==> config.mk <==
export PLATFORM = sky130hd
export DESIGN_NAME = dmi_arbiter
export DESIGN_NICKNAME = d
export VERILOG_FILES = /design/src/rtl/dmi_arbiter.sv
export SDC_FILE = /design/constraint.sdc
export NUM_CORES = 1
export LEC_CHECK = 0
export CAP_MARGIN = 20
export CORE_MARGIN = 10
export CORE_UTILIZATION = 46
export CTS_BUF_LIST = sky130_fd_sc_hd__clkbuf_4 sky130_fd_sc_hd__clkbuf_8
export DETAILED_ROUTE_END_ITERATION = 16
export GPL_TIMING_DRIVEN = 0
export MAX_ROUTING_LAYER = met4
export PLACE_DENSITY = 0.95
export SLEW_MARGIN = 40
export SYNTH_ARGS = -nofsm -noshare
export SYNTH_HDL_FRONTEND = slang
export SYNTH_SLANG_ARGS = --single-unit
==> constraint.sdc <==
create_clock -name clk -period 3.75 [get_ports clk]
set_input_delay 0.5625 -clock clk [delete_from_list [all_inputs] [get_ports clk]]
set_output_delay 0.5625 -clock clk [all_outputs]
set_load 0.05 [all_outputs]
==> src/rtl/dmi_arbiter.sv <==
// Two-master round-robin arbiter in front of the Debug Module DMI port.
// Latency: forwarded op reaches DM one cycle after accept; local op answered one cycle after accept.
// Backpressure: one transaction in flight; non-granted master held off with req_ready low until IDLE.
module dmi_arbiter #(
  parameter int DMI_ADDR_BITS  = 6,
  parameter int DMI_DATA_BITS  = 32,
  parameter int DMI_OP_BITS    = 2,
  parameter int DMI_BITS       = 40,
  parameter int TIMEOUT_CYCLES = 256
) (
  input  logic                clk,
  input  logic                rst,
  input  logic                m0_req_valid_i,
  output logic                m0_req_ready_o,
  input  logic [DMI_BITS-1:0] m0_req_data_i,
  output logic                m0_resp_valid_o,
  input  logic                m0_resp_ready_i,
  output logic [DMI_BITS-1:0] m0_resp_data_o,
  input  logic                m1_req_valid_i,
  output logic                m1_req_ready_o,
  input  logic [DMI_BITS-1:0] m1_req_data_i,
  output logic                m1_resp_valid_o,
  input  logic                m1_resp_ready_i,
  output logic [DMI_BITS-1:0] m1_resp_data_o,
  output logic                dm_req_valid_o,
  input  logic                dm_req_ready_i,
  output logic [DMI_BITS-1:0] dm_req_data_o,
  input  logic                dm_resp_valid_i,
  output logic                dm_resp_ready_o,
  input  logic [DMI_BITS-1:0] dm_resp_data_i,
  output logic                busy_o,
  output logic                timeout_o
);

  localparam logic [1:0] S_IDLE  = 2'd0;
  localparam logic [1:0] S_ISSUE = 2'd1;
  localparam logic [1:0] S_WAIT  = 2'd2;
  localparam logic [1:0] S_RESP  = 2'd3;

  localparam int CNT_W = (TIMEOUT_CYCLES > 2) ? $clog2(TIMEOUT_CYCLES) : 1;
  localparam logic [CNT_W-1:0] CNT_LAST = CNT_W'(TIMEOUT_CYCLES - 1);

  localparam logic [DMI_OP_BITS-1:0] OP_NOP   = DMI_OP_BITS'(0);
  localparam logic [DMI_OP_BITS-1:0] OP_READ  = DMI_OP_BITS'(1);
  localparam logic [DMI_OP_BITS-1:0] OP_WRITE = DMI_OP_BITS'(2);
  localparam logic [DMI_OP_BITS-1:0] OP_FAIL  = DMI_OP_BITS'(2);

  logic [1:0]          state_q, state_d;
  logic                gnt_q, gnt_d;      // granted master index
  logic                last_q, last_d;    // master served most recently
  logic [DMI_BITS-1:0] req_q, req_d;
  logic [DMI_BITS-1:0] resp_q, resp_d;
  logic [CNT_W-1:0]    cnt_q, cnt_d;
  logic                timeout_q, timeout_d;

  logic                pick_m1;
  logic                any_req;
  logic [DMI_BITS-1:0] sel_req;
  logic [DMI_OP_BITS-1:0] sel_op;
  logic                in_idle;
  logic                gnt_resp_ready;

  // Round-robin pick: a lone requester wins; on a tie the master not served last wins.
  always_comb begin
    any_req = m0_req_valid_i | m1_req_valid_i;
    pick_m1 = (m0_req_valid_i & m1_req_valid_i) ? ~last_q : m1_req_valid_i;
    sel_req = pick_m1 ? m1_req_data_i : m0_req_data_i;
    sel_op  = sel_req[DMI_OP_BITS-1:0];
    gnt_resp_ready = gnt_q ? m1_resp_ready_i : m0_resp_ready_i;
  end

  // Next-state logic for the single-outstanding transaction FSM.
  always_comb begin
    state_d   = state_q;
    gnt_d     = gnt_q;
    last_d    = last_q;
    req_d     = req_q;
    resp_d    = resp_q;
    cnt_d     = cnt_q;
    timeout_d = timeout_q;
    case (state_q)
      S_IDLE: begin
        if (any_req) begin
          gnt_d = pick_m1;
          req_d = sel_req;
          if (sel_op == OP_READ || sel_op == OP_WRITE) begin
            state_d = S_ISSUE;
          end else begin
            // NOP echoes op 00; the reserved op is refused with op 10.
            resp_d  = {sel_req[DMI_BITS-1 -: DMI_ADDR_BITS], {DMI_DATA_BITS{1'b0}},
                       (sel_op == OP_NOP) ? OP_NOP : OP_FAIL};
            state_d = S_RESP;
          end
        end
      end
      S_ISSUE: begin
        if (dm_req_ready_i) begin
          cnt_d   = '0;
          state_d = S_WAIT;
        end
      end
      S_WAIT: begin
        // A real response takes priority over a timeout in the same cycle.
        if (dm_resp_valid_i) begin
          resp_d  = dm_resp_data_i;
          state_d = S_RESP;
        end else if (cnt_q == CNT_LAST) begin
          resp_d    = {req_q[DMI_BITS-1 -: DMI_ADDR_BITS], {DMI_DATA_BITS{1'b0}}, OP_FAIL};
          timeout_d = 1'b1;
          state_d   = S_RESP;
        end else begin
          cnt_d = cnt_q + 1'b1;
        end
      end
      default: begin
        if (gnt_resp_ready) begin
          last_d  = gnt_q;
          state_d = S_IDLE;
        end
      end
    endcase
  end

  // State registers; reset abandons any in-flight transaction without a response.
  always_ff @(posedge clk) begin
    if (rst) begin
      state_q   <= S_IDLE;
      gnt_q     <= 1'b0;
      last_q    <= 1'b1;
      req_q     <= '0;
      resp_q    <= '0;
      cnt_q     <= '0;
      timeout_q <= 1'b0;
    end else begin
      state_q   <= state_d;
      gnt_q     <= gnt_d;
      last_q    <= last_d;
      req_q     <= req_d;
      resp_q    <= resp_d;
      cnt_q     <= cnt_d;
      timeout_q <= timeout_d;
    end
  end

  // Output decode: valids and data come from state; ready strobes are gated off during reset.
  always_comb begin
    in_idle         = (state_q == S_IDLE) && !rst;
    m0_req_ready_o  = in_idle & m0_req_valid_i & ~pick_m1;
    m1_req_ready_o  = in_idle & m1_req_valid_i & pick_m1;
    m0_resp_valid_o = (state_q == S_RESP) && !gnt_q;
    m1_resp_valid_o = (state_q == S_RESP) && gnt_q;
    m0_resp_data_o  = m0_resp_valid_o ? resp_q : '0;
    m1_resp_data_o  = m1_resp_valid_o ? resp_q : '0;
    dm_req_valid_o  = (state_q == S_ISSUE);
    dm_req_data_o   = dm_req_valid_o ? req_q : '0;
    // IDLE also drains stray responses, e.g. one arriving after a timeout.
    dm_resp_ready_o = !rst && (state_q == S_IDLE || state_q == S_WAIT);
    busy_o          = (state_q != S_IDLE);
    timeout_o       = timeout_q;
  end

endmodule

## After elaboration in Yosys (flattened, before gate mapping)

Cells that the tools add are included.

| storage, ports and cells | value |
|---|---|
| logic and storage cells | 74 |
| output and inout port bits | 128 |
| input bits | 128 |
| register bits after elaboration | 93 |

| operators by class | value |
|---|---|
| eq/ne operators | 12 |
| bitwise operators | 10 |
| add/subtract/negate cells | 1 |
| reduce and logical (&&, ||, !) cells | 21 |
| multiplexer cells | 23 |

Operators with widths:

| kind | number |
|---|---|
| $mux W40 | 8 |
| $pmux W40 S2 | 1 |
| $mux W8 | 3 |
| $pmux W8 S2 | 1 |
| $mux W2 | 7 |
| $reduce_and A4 Y1 | 3 |
| $add A8 B1 Y8 const B | 1 |
| $eq A8 B8 Y1 const B | 1 |
| $ne A2 B2 Y1 const B | 4 |
| $eq A2 B2 Y1 const B | 3 |
| $pmux W2 S3 | 1 |
| $reduce_bool A2 Y1 | 3 |
| $and A1 B1 Y1 | 5 |
| $eq A2 B1 Y1 const B | 2 |
| $logic_and A1 B1 Y1 | 4 |
| $logic_not A2 Y1 | 2 |
| $not A1 Y1 | 4 |
| $reduce_and A2 Y1 | 2 |
| $reduce_bool A4 Y1 | 1 |
| $ne A3 B3 Y1 const B | 1 |
| $reduce_and A3 Y1 | 1 |
| $reduce_or A3 Y1 | 1 |
| $logic_not A1 Y1 | 2 |
| $logic_or A1 B1 Y1 | 2 |
| 3 further kinds | 4 |

## Logic depth before layout (Yosys ltp)

Gate-level depths: netlist of run 1.

| logic depth | value |
|---|---|
| depth after elaboration | 8 |
| mapped depth | 8 |
| gate-level depth less buffers | 6 |

## Least setup slack after synthesis of run 1

Ideal clock, no wire load.

| path | value |
|---|---|
| path kind | input-to-output |
| start point | input m1_req_valid_i |
| end point | output m0_req_ready_o |
| data arrival time | 2592 ps |
| stages | 4 |
| path slack | 596 ps |
| path buffers | 2 |
| data required time | 3188 ps |
| cells stage by stage | a21boi_2 -> buf_4 -> buf_4 -> nor4_1 |

| on the way | value |
|---|---|
| word-level cells in the longest chain between the ends | 4 |

Ends and longest elaborated chain:

| element | line | RTL |
|---|---|---|
| start, declared | 19 | `input logic m1_req_valid_i,` |
| $and A1 B1 Y1 | 66 | `pick_m1 = (m0_req_valid_i & m1_req_valid_i) ? ~last_q : m1_req_valid_i;` |
| $mux W1 (*) | 66 |  |
| $not A1 Y1 (*) | 148 | `m0_req_ready_o = in_idle & m0_req_valid_i & ~pick_m1;` |
| $and A1 B1 Y1 (*) | 148 |  |
| end, declared | 14 | `output logic m0_req_ready_o,` |

Every way passes the cells marked *; elsewhere a longest branch is shown, timed or not.

## Final worst setup path of run 1

| path | value |
|---|---|
| start point | input m1_req_valid_i |
| end point | register resp_q[34] |

| on the way | value |
|---|---|
| word-level cells in the longest chain between the ends | 7 |
| elaborated cells between the ends (all ways) | 13 |
| those cells by class | 4 x eq/ne; 5 x mux; 2 x bitwise; 2 x reduce/logical |

Ends and longest elaborated chain:

| element | line | RTL |
|---|---|---|
| $and A1 B1 Y1 | 66 |  |
| $mux W1 | 66 |  |
| $mux W40 | 67 | `sel_req = pick_m1 ? m1_req_data_i : m0_req_data_i;` |
| $eq A2 B1 Y1 / $eq A2 B2 Y1 (equally long branches) | 86 | `if (sel_op == OP_READ \|\| sel_op == OP_WRITE) begin` |
| $logic_or A1 B1 Y1 | 86 |  |
| $ne A2 B2 Y1 (no line) | - |  |
| $reduce_and A4 Y1 (no line) | - |  |
| end signal, assigned | 139 | `resp_q <= resp_d;` |
| end, declared | 52 | `logic [DMI_BITS-1:0] resp_q, resp_d;` |

Several ways; a longest one is shown, not always the timed one. The select of a mux whose other input is x is not followed.
A chain may end at the register's enable or synchronous reset.

==> metrics.txt, run 1 <==
drt first-iter violations=359; Crit path buffers/inverters=3; drt first pass iters=4; master cell of the clock root buffer=sky130_fd_sc_hd__clkbuf_8; # Max-Cap Violations=0; status=finished clean; largest stage delay on the critical path=approximately 0.5 ns; share of cells above drive strength 1=3.487%; Detailed Route WL=19.89 mm; TritonCTS Sinks=slightly above 90; count of unresolved DRC violations after routing=0; type of element capturing the critical path=register; standard-cell row count=39; Pins Over Slew Limit=0; power dissipated by switching net loads=about 1.7 mW; count of boundary I/O pins=about 260; internal portion of total power=2.244 mW; Reg2Reg Setup Slack=between 0.5 and 0.6 ns; clock group share of total power=18.1%; fraction of post-synthesis cell area in the top cell type by area=35.36%; sum of net half-perimeters after detailed placement=15.85 mm; sequential element share of the synthesized area=35.36%; share of power burned in registers=33.8%; unique cell type count in the Yosys netlist=43; nets in the synthesized netlist=between 700 and 800; Async SR Flop Fraction=0%; Post-DRT Antenna Nets=0; TritonCTS clock tree=built; via count of the first global-routing pass=5336; CTS H-tree depth=3; RSZ-0062 raised after global routing=no; count of yosys warnings during synthesis=0; Hold WC Path Type=register to register; most frequently used flop master after synthesis=sky130_fd_sc_hd__dfxtp_1; setup slack of the critical path after layout=0.1500 ns; final worst clock skew=0.01028 ns; CTS Buffer Depth=2; worst-margin pin slew=roughly 0.61 ns; Total Routing Usage GR=23.71%; vias after detailed routing=5441; Cell Count, Final, Fillers Out=1032; most area-consuming cells after synthesis=sky130_fd_sc_hd__dfxtp_1 (35%), sky130_fd_sc_hd__mux2i_1 (16%), sky130_fd_sc_hd__and2_1 (9.7%); critical path's most frequent cell=sky130_fd_sc_hd__buf_4; Via density=approximately 5.3; cell leakage power=3.256 nW; critical path required time=roughly 4 ns; number of post-CTS setup repair buffers=0; ratio of final minimum period to clock period=96.00%; final count of negative-setup-slack endpoints=0; CP Cell Sequence=clkdlybuf4s50_1, a21boi_2, buf_4, mux2i_1, ha_1, o21a_1, a211oi_2, buf_4, mux2_1; biggest area consumer among synthesized cells=sky130_fd_sc_hd__dfxtp_1; highest attainable clock frequency=between 200 and 300 MHz; worst rel slew slack=around 59%; Port Buffer Count=254; number of synthesized register bits=just over 90; highest-delay cell along the critical path=sky130_fd_sc_hd__clkdlybuf4s50_1; ranking of synthesized cells by instance count=sky130_fd_sc_hd__dfxtp_1 (93), sky130_fd_sc_hd__mux2i_1 (83), sky130_fd_sc_hd__and2_1 (82); antenna violations before repair=0; DIE AREA=0.01613 sq mm; Min Hold Slack=0.4845 ns; Critical Path Start Type=primary input; Net Sw Frac=42.53%; post-layout util=72.37%; final hold violation count=0; global-route wire length before repair=29.90 mm; die boundary height=127.0 um; DP Worst Slack=-0.2005 ns; number of synthesized flops with an enable pin=0; family with the most delay on the worst path=buffers and inverters; total congestion overflow after global routing=0; number of standard cells after synthesis=619; starting density of the core=46.51%; insertion delay of the later-clocked pin in the worst-skew pair=between 0.3 and 0.4 ns; clock buffers created by TritonCTS=9; routability-driven placement congestion ratio=0.9091; antenna cell count=0; type of the worst setup path=primary input to register; core outline area=0.01132 sq mm; Power Total=3.904 mW; Final nets=1019; Crit path arrival time=3.86 ns; library cell with the highest instance count after synthesis=sky130_fd_sc_hd__dfxtp_1; total of fill cells in the finished design=roughly 870; Post-Syn Area=0.005265 sq mm; maximum fanout along the worst path=10; number of placed instances, taps included=1016; shortest period the worst path allows=3.600 ns; synthesized area per cell=8.506 sq um; area growth from synthesis to final layout=55.61%; clock transition at the register clock pins on the worst setup and hold paths after CTS=0.09 ns; maximum vdd drop=0.2614 mV; share of power burned in combinational logic=a little under 50%; PD cells=around 480 mW/mm^2; maximum number of pins on one net before global-route repair=18; routed length per placed instance=approximately 19 um; Die Wd=127.0 um
==> area by class of cell <==
cell class / instances / area (sq um) / area share, %
clock inverter: 7 / 80.08 / 0.9774
timing repair buffer: 254 / 2545 / 31.06
multi-input combinational: 466 / 3143 / 38.36
clock buffer: 9 / 123.9 / 1.512
inverter: 6 / 22.52 / 0.2749
buffer: 54 / 237.7 / 2.902
tap: 143 / 178.9 / 2.184
sequential: 93 / 1862 / 22.72
==> layer usage <==
layer,part of all wire (%),vias up,track usage [%],wire length [um]
met5,0,-,-,0
met4,2.7,0,7.368,533
met3,4.7,32,4.632,939
met2,50,189,39.43,9952
met1,43,2570,28.36,8461
li1,-,2650,-,-
==> registers in the layout, indices dropped and copies added (netlist names) <==
register	cells
req_q	40
state_q	2
gnt_q	1
last_q	1
cnt_q	8
timeout_o	1
resp_q	40
==> stage by stage <==
| step | setup TNS (ns) | area, sq um |
|---|---|---|
| finish | 0 | 8193 |
| global route | 0 | 8193 |
| CTS | 0 | 8190 |
| detailed placement | -1.963 | 7986 |
| global placement | -2.116 | 7986 |
| floorplan | 0 | 5265 |
==> layout by cell type (no fill, tap or decap), types with 6 or more instances in the layout <==
cell,netlist,final
sky130_fd_sc_hd__nor2b_1,7,7
sky130_fd_sc_hd__nand2b_1,40,40
sky130_fd_sc_hd__mux2i_1,83,83
sky130_fd_sc_hd__a211oi_1,42,42
sky130_fd_sc_hd__clkbuf_1,41,41
sky130_fd_sc_hd__clkdlybuf4s50_1,0,253
sky130_fd_sc_hd__ha_1,7,7
sky130_fd_sc_hd__a21oi_1,12,12
sky130_fd_sc_hd__buf_4,8,8
sky130_fd_sc_hd__and2_1,82,82
sky130_fd_sc_hd__clkbuf_8,0,9
sky130_fd_sc_hd__a21o_1,8,8
sky130_fd_sc_hd__mux2_1,6,6
sky130_fd_sc_hd__nand3_1,6,6
sky130_fd_sc_hd__and3_1,42,42
sky130_fd_sc_hd__nand2_1,45,45
sky130_fd_sc_hd__nor2_1,53,53
sky130_fd_sc_hd__dfxtp_1,93,93
==> timing repair <==
action                                  in CTS  in global routing
gates resized for setup                      0                  1
endpoints found under the setup margin       0                  1
hold buffers                                 0                  0
==> power groups by stage <==
stage	registers, mW	clock network, mW	logic (mW)
5_1_grt	1.34	0.757	2.01
6_report	1.32	0.707	1.88
2_1_floorplan	1.29	0	1.28
4_1_cts	1.32	0.718	1.87
3_3_place_gp	1.33	0	1.83
3_5_place_dp	1.34	0	1.86
==> tightest hold or removal path: stages (launching register included) <==
cell and delay (ns):
sky130_fd_sc_hd__dfxtp_1 0.33, sky130_fd_sc_hd__nand2b_1 0.06, sky130_fd_sc_hd__mux2i_1 0.05
==> worst paths after layout <==
kind / startpoint / endpoint / cells after the start
worst max-delay path: m1_req_valid_i / resp_q[34] / 9
worst min-delay path: resp_q[0] / resp_q[0] / 2
worst max register to register: last_q / resp_q[34] / 8
worst min register to register: resp_q[0] / resp_q[0] / 2
==> logic make-up after synthesis <==
group / share of synthesized area [%]
compound gates: 11.72
fa+ha+maj: 1.663
buf+inv: 4.943
flops: 35.36
mux: 17.06
simple gates: 29.25
Power figures use the tool's default switching activity.
==> inputs of run 2 (changes only) <==
--- a/config.mk
+++ b/config.mk
@@ -7,12 +7,14 @@
 export LEC_CHECK = 0
 export CAP_MARGIN = 20
 export CORE_MARGIN = 10
-export CORE_UTILIZATION = 46
+export CORE_UTILIZATION = 55
 export CTS_BUF_LIST = sky130_fd_sc_hd__clkbuf_4 sky130_fd_sc_hd__clkbuf_8
+export CTS_CLUSTER_DIAMETER = 60
 export DETAILED_ROUTE_END_ITERATION = 16
+export DONT_BUFFER_PORTS = 1
 export GPL_TIMING_DRIVEN = 0
 export MAX_ROUTING_LAYER = met4
-export PLACE_DENSITY = 0.95
+export PLACE_DENSITY = 0.81
 export SLEW_MARGIN = 40
 export SYNTH_ARGS = -nofsm -noshare
 export SYNTH_HDL_FRONTEND = slang
==> run 2 against run 1 <==
Count of clock-buffer cells in the layout grew 2. Power decreased by 7.8%. Critical path type is now register to register. Clock skew rose by 0.0092 ns. Largest cell class unchanged. Largest power group unchanged. Non-clock buffer count decreased by 252.
==> metrics.txt, run 2 (synthesis gave the netlist of run 1 again) <==
DIE AREA=between 0.01 and 0.015 sq mm; final count of negative-setup-slack endpoints=0; Port Buffer Count=0; final worst clock skew=0.01950 ns; maximum vdd drop=0.3028 mV; DP Worst Slack=~0.33 ns; core outline area=0.009284 sq mm; total congestion overflow after global routing=0; starting density of the core=56.71%; drt first pass iters=4; Detailed Route WL=16.88 mm; type of the worst setup path=register to register; critical path required time=4.00 ns; Pins Over Slew Limit=0; Die Wd=117.8 um; TritonCTS Sinks=93; drt first-iter violations=291; die boundary height=117.8 um; ratio of final minimum period to clock period=between 80% and 90%; vias after detailed routing=4530; final hold violation count=0; most common cell after layout, fill and taps aside=sky130_fd_sc_hd__dfxtp_1; CTS Hold Buffers Added=0; global-route wire length before repair=26.54 mm; biggest registers after layout=req_q (40), resp_q (40), cnt_q (8); count of boundary I/O pins=256; Crit path arrival time=roughly 3.5 ns; antenna cell count=0; routed length per placed instance=22.04 um; highest-count cells in the layout ignoring fill and taps=sky130_fd_sc_hd__dfxtp_1 (93), sky130_fd_sc_hd__mux2i_1 (83), sky130_fd_sc_hd__and2_1 (82); clock transition at the register clock pins on the worst setup and hold paths after CTS=0.11 ns; Final nets=767; Via density=around 6; via count of the first global-routing pass=4832; shortest period the worst path allows=3.217 ns; type of element capturing the critical path=register; setup slack of the critical path after layout=approximately 0.53 ns; area growth from synthesis to final layout=7.557%; routability-driven placement congestion ratio=0.8816; footprint of the multi-input gates=0.003157 sq mm; Critical Path Start Type=register; master cell of the clock root buffer=sky130_fd_sc_hd__clkbuf_8; total of cells resized after clock tree synthesis=0; Total Routing Usage GR=23.99%; total of fill cells in the finished design=about 820; count of unresolved DRC violations after routing=0; number of post-CTS setup repair buffers=0; final standard cell area without fillers=0.005663 sq mm; storage element area=0.001862 sq mm; # Max-Cap Violations=0; post-layout util=61.00%; worst rel slew slack=46.33%; post-place instance area=0.005455 sq mm; Hold WC Path Type=primary input to register; Post-Route Setup TNS=0 ns; cell leakage power=2.330 nW; PD cells=between 600 and 700 mW/mm^2; sum of net half-perimeters after detailed placement=13.34 mm; CTS Buffer Depth=2; RSZ-0062 raised after global routing=no; share of cells above drive strength 1=5.808%; TritonCTS clock tree=built; status=finished clean; highest attainable clock frequency=310.9 MHz; maximum number of pins on one net before global-route repair=17; Post-DRT Antenna Nets=0; insertion delay of the later-clocked pin in the worst-skew pair=0.37 ns; worst-margin pin slew=0.8051 ns; maximum fanout along the worst path=10; standard-cell row count=35; CTS H-tree depth=3; antenna violations before repair=0; clock buffers created by TritonCTS=9
-- run 2: cell count changes in the layout (fill, tap and decap cells not counted), sizes merged --
cell           change
clkinv             -1
clkdlybuf4s50    -253
buf                +2
dlymetal6s2s       -1
clkbuf             +2
clkinvlp           -1
-- run 2: final timing paths --
kind	startpoint	to	slack (ns)	depth (start not counted)
setup / recovery	last_q	resp_q[36]	0.53	8
hold / removal	dm_resp_data_i[15]	resp_q[15]	0.32	2
setup reg to reg	last_q	resp_q[36]	0.53	8
hold reg to reg	resp_q[18]	resp_q[18]	0.49	2
-- run 2: through the flow --
step	power, mW	std cells	hold slack [ns]
final	3.598	766	0.3199
after global routing	3.804	766	0.3114
after CTS	3.611	766	0.3128
after detailed placement	2.897	750	0.4725
after global placement	2.839	748	0.4650
after floorplan	2.567	619	0.4526
-- run 2: area by class of cell --
type                    instances  share of cell area, %
multi-input cells             466                  55.74
clock buffers                  11                  2.452
plain buffers                  54                  4.220
well taps                     129                  2.850
flip-flops and latches         93                  32.88
clock inverters                 5                  1.193
repair buffers                  2                 0.2651
inverters                       6                 0.3977
-- run 2: where the power goes --
part | leakage [nW] | internal, mW | total (mW) | switching, mW
combinational | 1.46 | 0.493 | 1.57 | 1.07
clock | 0.107 | 0.335 | 0.721 | 0.386
sequential | 0.762 | 1.19 | 1.31 | 0.123
total | 2.33 | 2.02 | 3.60 | 1.58
-- run 2: critical path, cell delays in order (launching register included) --
cell and delay, ns:
sky130_fd_sc_hd__dfxtp_1 0.35, sky130_fd_sc_hd__a21boi_2 0.50, sky130_fd_sc_hd__buf_4 0.31, sky130_fd_sc_hd__mux2i_1 0.34, sky130_fd_sc_hd__ha_1 0.31, sky130_fd_sc_hd__o21a_1 0.20
sky130_fd_sc_hd__a211oi_2 0.46, sky130_fd_sc_hd__buf_4 0.30, sky130_fd_sc_hd__mux2_1 0.33
-- run 2: metal layers --
metal	wire, um	up-vias	track usage [%]
met5	0	-	-
met4	328	0	7.728
met3	1277	27	6.619
met2	8368	187	39.69
met1	6908	2160	27.51
li1	-	2156	-
==> inputs of run 3 (changes only) <==
--- a/config.mk
+++ b/config.mk
@@ -15,6 +15,7 @@
 export GPL_TIMING_DRIVEN = 0
 export MAX_ROUTING_LAYER = met4
 export PLACE_DENSITY = 0.81
+export REMOVE_ABC_BUFFERS = 1
 export SLEW_MARGIN = 40
 export SYNTH_ARGS = -nofsm -noshare
 export SYNTH_HDL_FRONTEND = slang
==> run 3 against run 2 <==
Routed wire length shrank 8.5%. Final area grew 0.22%. Largest power group unchanged. Global-route usage shrank 2.4 points. Clock power grew 7.4%. Sequential cell count is the same.
==> metrics.txt, run 3 (synthesis gave the netlist of run 1 again) <==
maximum vdd drop=0.3542 mV; total of cells resized after clock tree synthesis=0; core outline area=0.009284 sq mm; CTS Buffer Depth=2; insertion delay of the later-clocked pin in the worst-skew pair=0.35 ns; TritonCTS Sinks=93; # Max-Cap Violations=0; Post-DRT Antenna Nets=0; count of unresolved DRC violations after routing=0; drt first pass iters=4; shortest period the worst path allows=3.601 ns; DIE AREA=0.01389 sq mm; critical path's most frequent cell=sky130_fd_sc_hd__buf_4; number of post-CTS setup repair buffers=2; count of boundary I/O pins=between 200 and 300; CTS Hold Buffers Added=0; biggest registers after layout=req_q (40), resp_q (40), cnt_q (8); Net Sw Frac=roughly two fifths; critical path required time=3.99 ns; post-place instance area=roughly 0.0054 sq mm; Reg2Reg Setup Slack=0.15 ns; share of power burned in registers=36.5%; Detailed Route WL=15.45 mm; CP Depth=11; highest-delay cell along the critical path=sky130_fd_sc_hd__a211oi_4; starting density of the core=56.71%; worst reg2reg endpoint=resp_q[37]; largest stage delay on the critical path=0.49 ns; sum of net half-perimeters after detailed placement=11.58 mm; vias after detailed routing=4330; CTS H-tree depth=3; ratio of final minimum period to clock period=96.02%; antenna cell count=0; type of the worst setup path=register to register; final count of negative-setup-slack endpoints=0; PD cells=645.7 mW/mm^2; Critical Path Start Type=register; Power Total=3.664 mW; Total Routing Usage GR=21.60%; Die Wd=117.8 um; total of fill cells in the finished design=just over 800; final standard cell area without fillers=approximately 0.0057 sq mm; Setup crit start=last_q; master cell of the clock root buffer=sky130_fd_sc_hd__clkbuf_8; power dissipated by switching net loads=~1.5 mW; maximum fanout along the worst path=15; total congestion overflow after global routing=0; via count of the first global-routing pass=4492; Hold WC Path Type=primary input to register; share of power burned in combinational logic=42.3%; cell leakage power=2.318 nW; area growth from synthesis to final layout=7.795%; Min Hold Slack=approximately 0.28 ns; reg-to-reg critical path startpoint=last_q; highest-count cells in the layout ignoring fill and taps=sky130_fd_sc_hd__dfxtp_1 (92), sky130_fd_sc_hd__mux2i_1 (83), sky130_fd_sc_hd__and2_1 (82); global-route wire length before repair=24.41 mm; CP Cell Sequence=a21boi_4, buf_8, mux2i_1, ha_1, o21a_1, a211oi_4, buf_6, buf_4, buf_4, buf_4, mux2_1; routability-driven placement congestion ratio=0.8295; clock transition at the register clock pins on the worst setup and hold paths after CTS=0.09 ns; Crit path buffers/inverters=5; internal portion of total power=2.161 mW; Via density=5.972; routed length per placed instance=21.31 um; share of cells above drive strength 1=7.215%; drt first-iter violations=301; Crit path arrival time=3.84 ns; final worst clock skew=0.01411 ns; Cell Count, Final, Fillers Out=between 700 and 800; Port Buffer Count=0; status=finished clean; clock group share of total power=21.1%; maximum number of pins on one net before global-route repair=approximately 110; type of element capturing the critical path=register; clock buffers created by TritonCTS=9; Pins Over Slew Limit=0; highest attainable clock frequency=277.7 MHz; worst rel slew slack=53.98%; standard-cell row count=35; die boundary height=117.8 um; RSZ-0062 raised after global routing=no; Final nets=just over 700; worst-margin pin slew=0.6904 ns; Worst setup endpoint=resp_q[37]; number of placed instances, taps included=between 700 and 800; most common cell after layout, fill and taps aside=sky130_fd_sc_hd__dfxtp_1; TritonCTS clock tree=built; family with the most delay on the worst path=buffers and inverters; cell depth of the worst flop-to-flop path=11; final hold violation count=0; antenna violations before repair=0
## run 3: cell count changes in the layout (fill, tap and decap cells not counted), moves of 3 or more
cell	change
sky130_fd_sc_hd__clkbuf_1	-40
sky130_fd_sc_hd__buf_2	-4
sky130_fd_sc_hd__buf_8	+4
sky130_fd_sc_hd__buf_4	-3
sky130_fd_sc_hd__ha_1	-3
## run 3: worst min-delay path by stage
stage	startpoint	end	slack, ns	depth (start not counted)
finish	rst	req_q[18]	0.28	1
global route	rst	req_q[18]	0.27	1
CTS	rst	req_q[18]	0.26	1
detailed placement	resp_q[0]	resp_q[0]	0.47	2
global placement	resp_q[24]	resp_q[24]	0.46	2
floorplan	resp_q[10]	resp_q[10]	0.45	2
## run 3: final cells by class
| class | instances | area [sq um] | area share, % |
|---|---|---|---|
| clock buffers | 13 | 166.4 | 2.932 |
| well taps | 129 | 161.4 | 2.844 |
| repair buffers | 15 | 182.7 | 3.219 |
| multi-input cells | 466 | 3212 | 56.59 |
| clock inverters | 3 | 67.56 | 1.190 |
| inverters | 6 | 22.52 | 0.3968 |
| flip-flops and latches | 93 | 1863 | 32.83 |
## run 3: worst reg2reg max path: stages, from the launching register on
cell                       delay, ns
sky130_fd_sc_hd__dfxtp_1        0.35
sky130_fd_sc_hd__a21boi_4       0.24
sky130_fd_sc_hd__buf_8          0.23
sky130_fd_sc_hd__mux2i_1        0.37
sky130_fd_sc_hd__ha_1           0.31
sky130_fd_sc_hd__o21a_1         0.22
sky130_fd_sc_hd__a211oi_4       0.49
sky130_fd_sc_hd__buf_6          0.22
sky130_fd_sc_hd__buf_4          0.22
sky130_fd_sc_hd__buf_4          0.25
sky130_fd_sc_hd__buf_4          0.24
sky130_fd_sc_hd__mux2_1         0.35
## run 3: layer usage
metal | routed length, um | vias to the layer above | track usage [%]
li1 | - | 2066 | -
met1 | 6091 | 2093 | 23.69
met2 | 8321 | 152 | 38.08
met3 | 807 | 19 | 4.412
met4 | 230 | 0 | 7.187
met5 | 0 | - | -
## run 3: through the flow
stage	setup TNS [ns]	worst slack, ns	util (%)
3_3_place_gp	-204.53	-3.378	55.89
5_1_grt	0	0.003554	61.13
3_5_place_dp	-2.850	-0.3933	58.42
6_report	0	0.1492	61.13
4_1_cts	0	0.1484	61.11
2_1_floorplan	-84.97	-2.050	-
## run 3: power groups by stage
stage	combinational (mW)	clock, mW	sequential, mW
4_1_cts	1.56	0.788	1.34
3_3_place_gp	1.45	0	1.33
2_1_floorplan	1.24	0	1.30
5_1_grt	1.68	0.830	1.37
6_report	1.55	0.774	1.34
3_5_place_dp	1.55	0	1.36
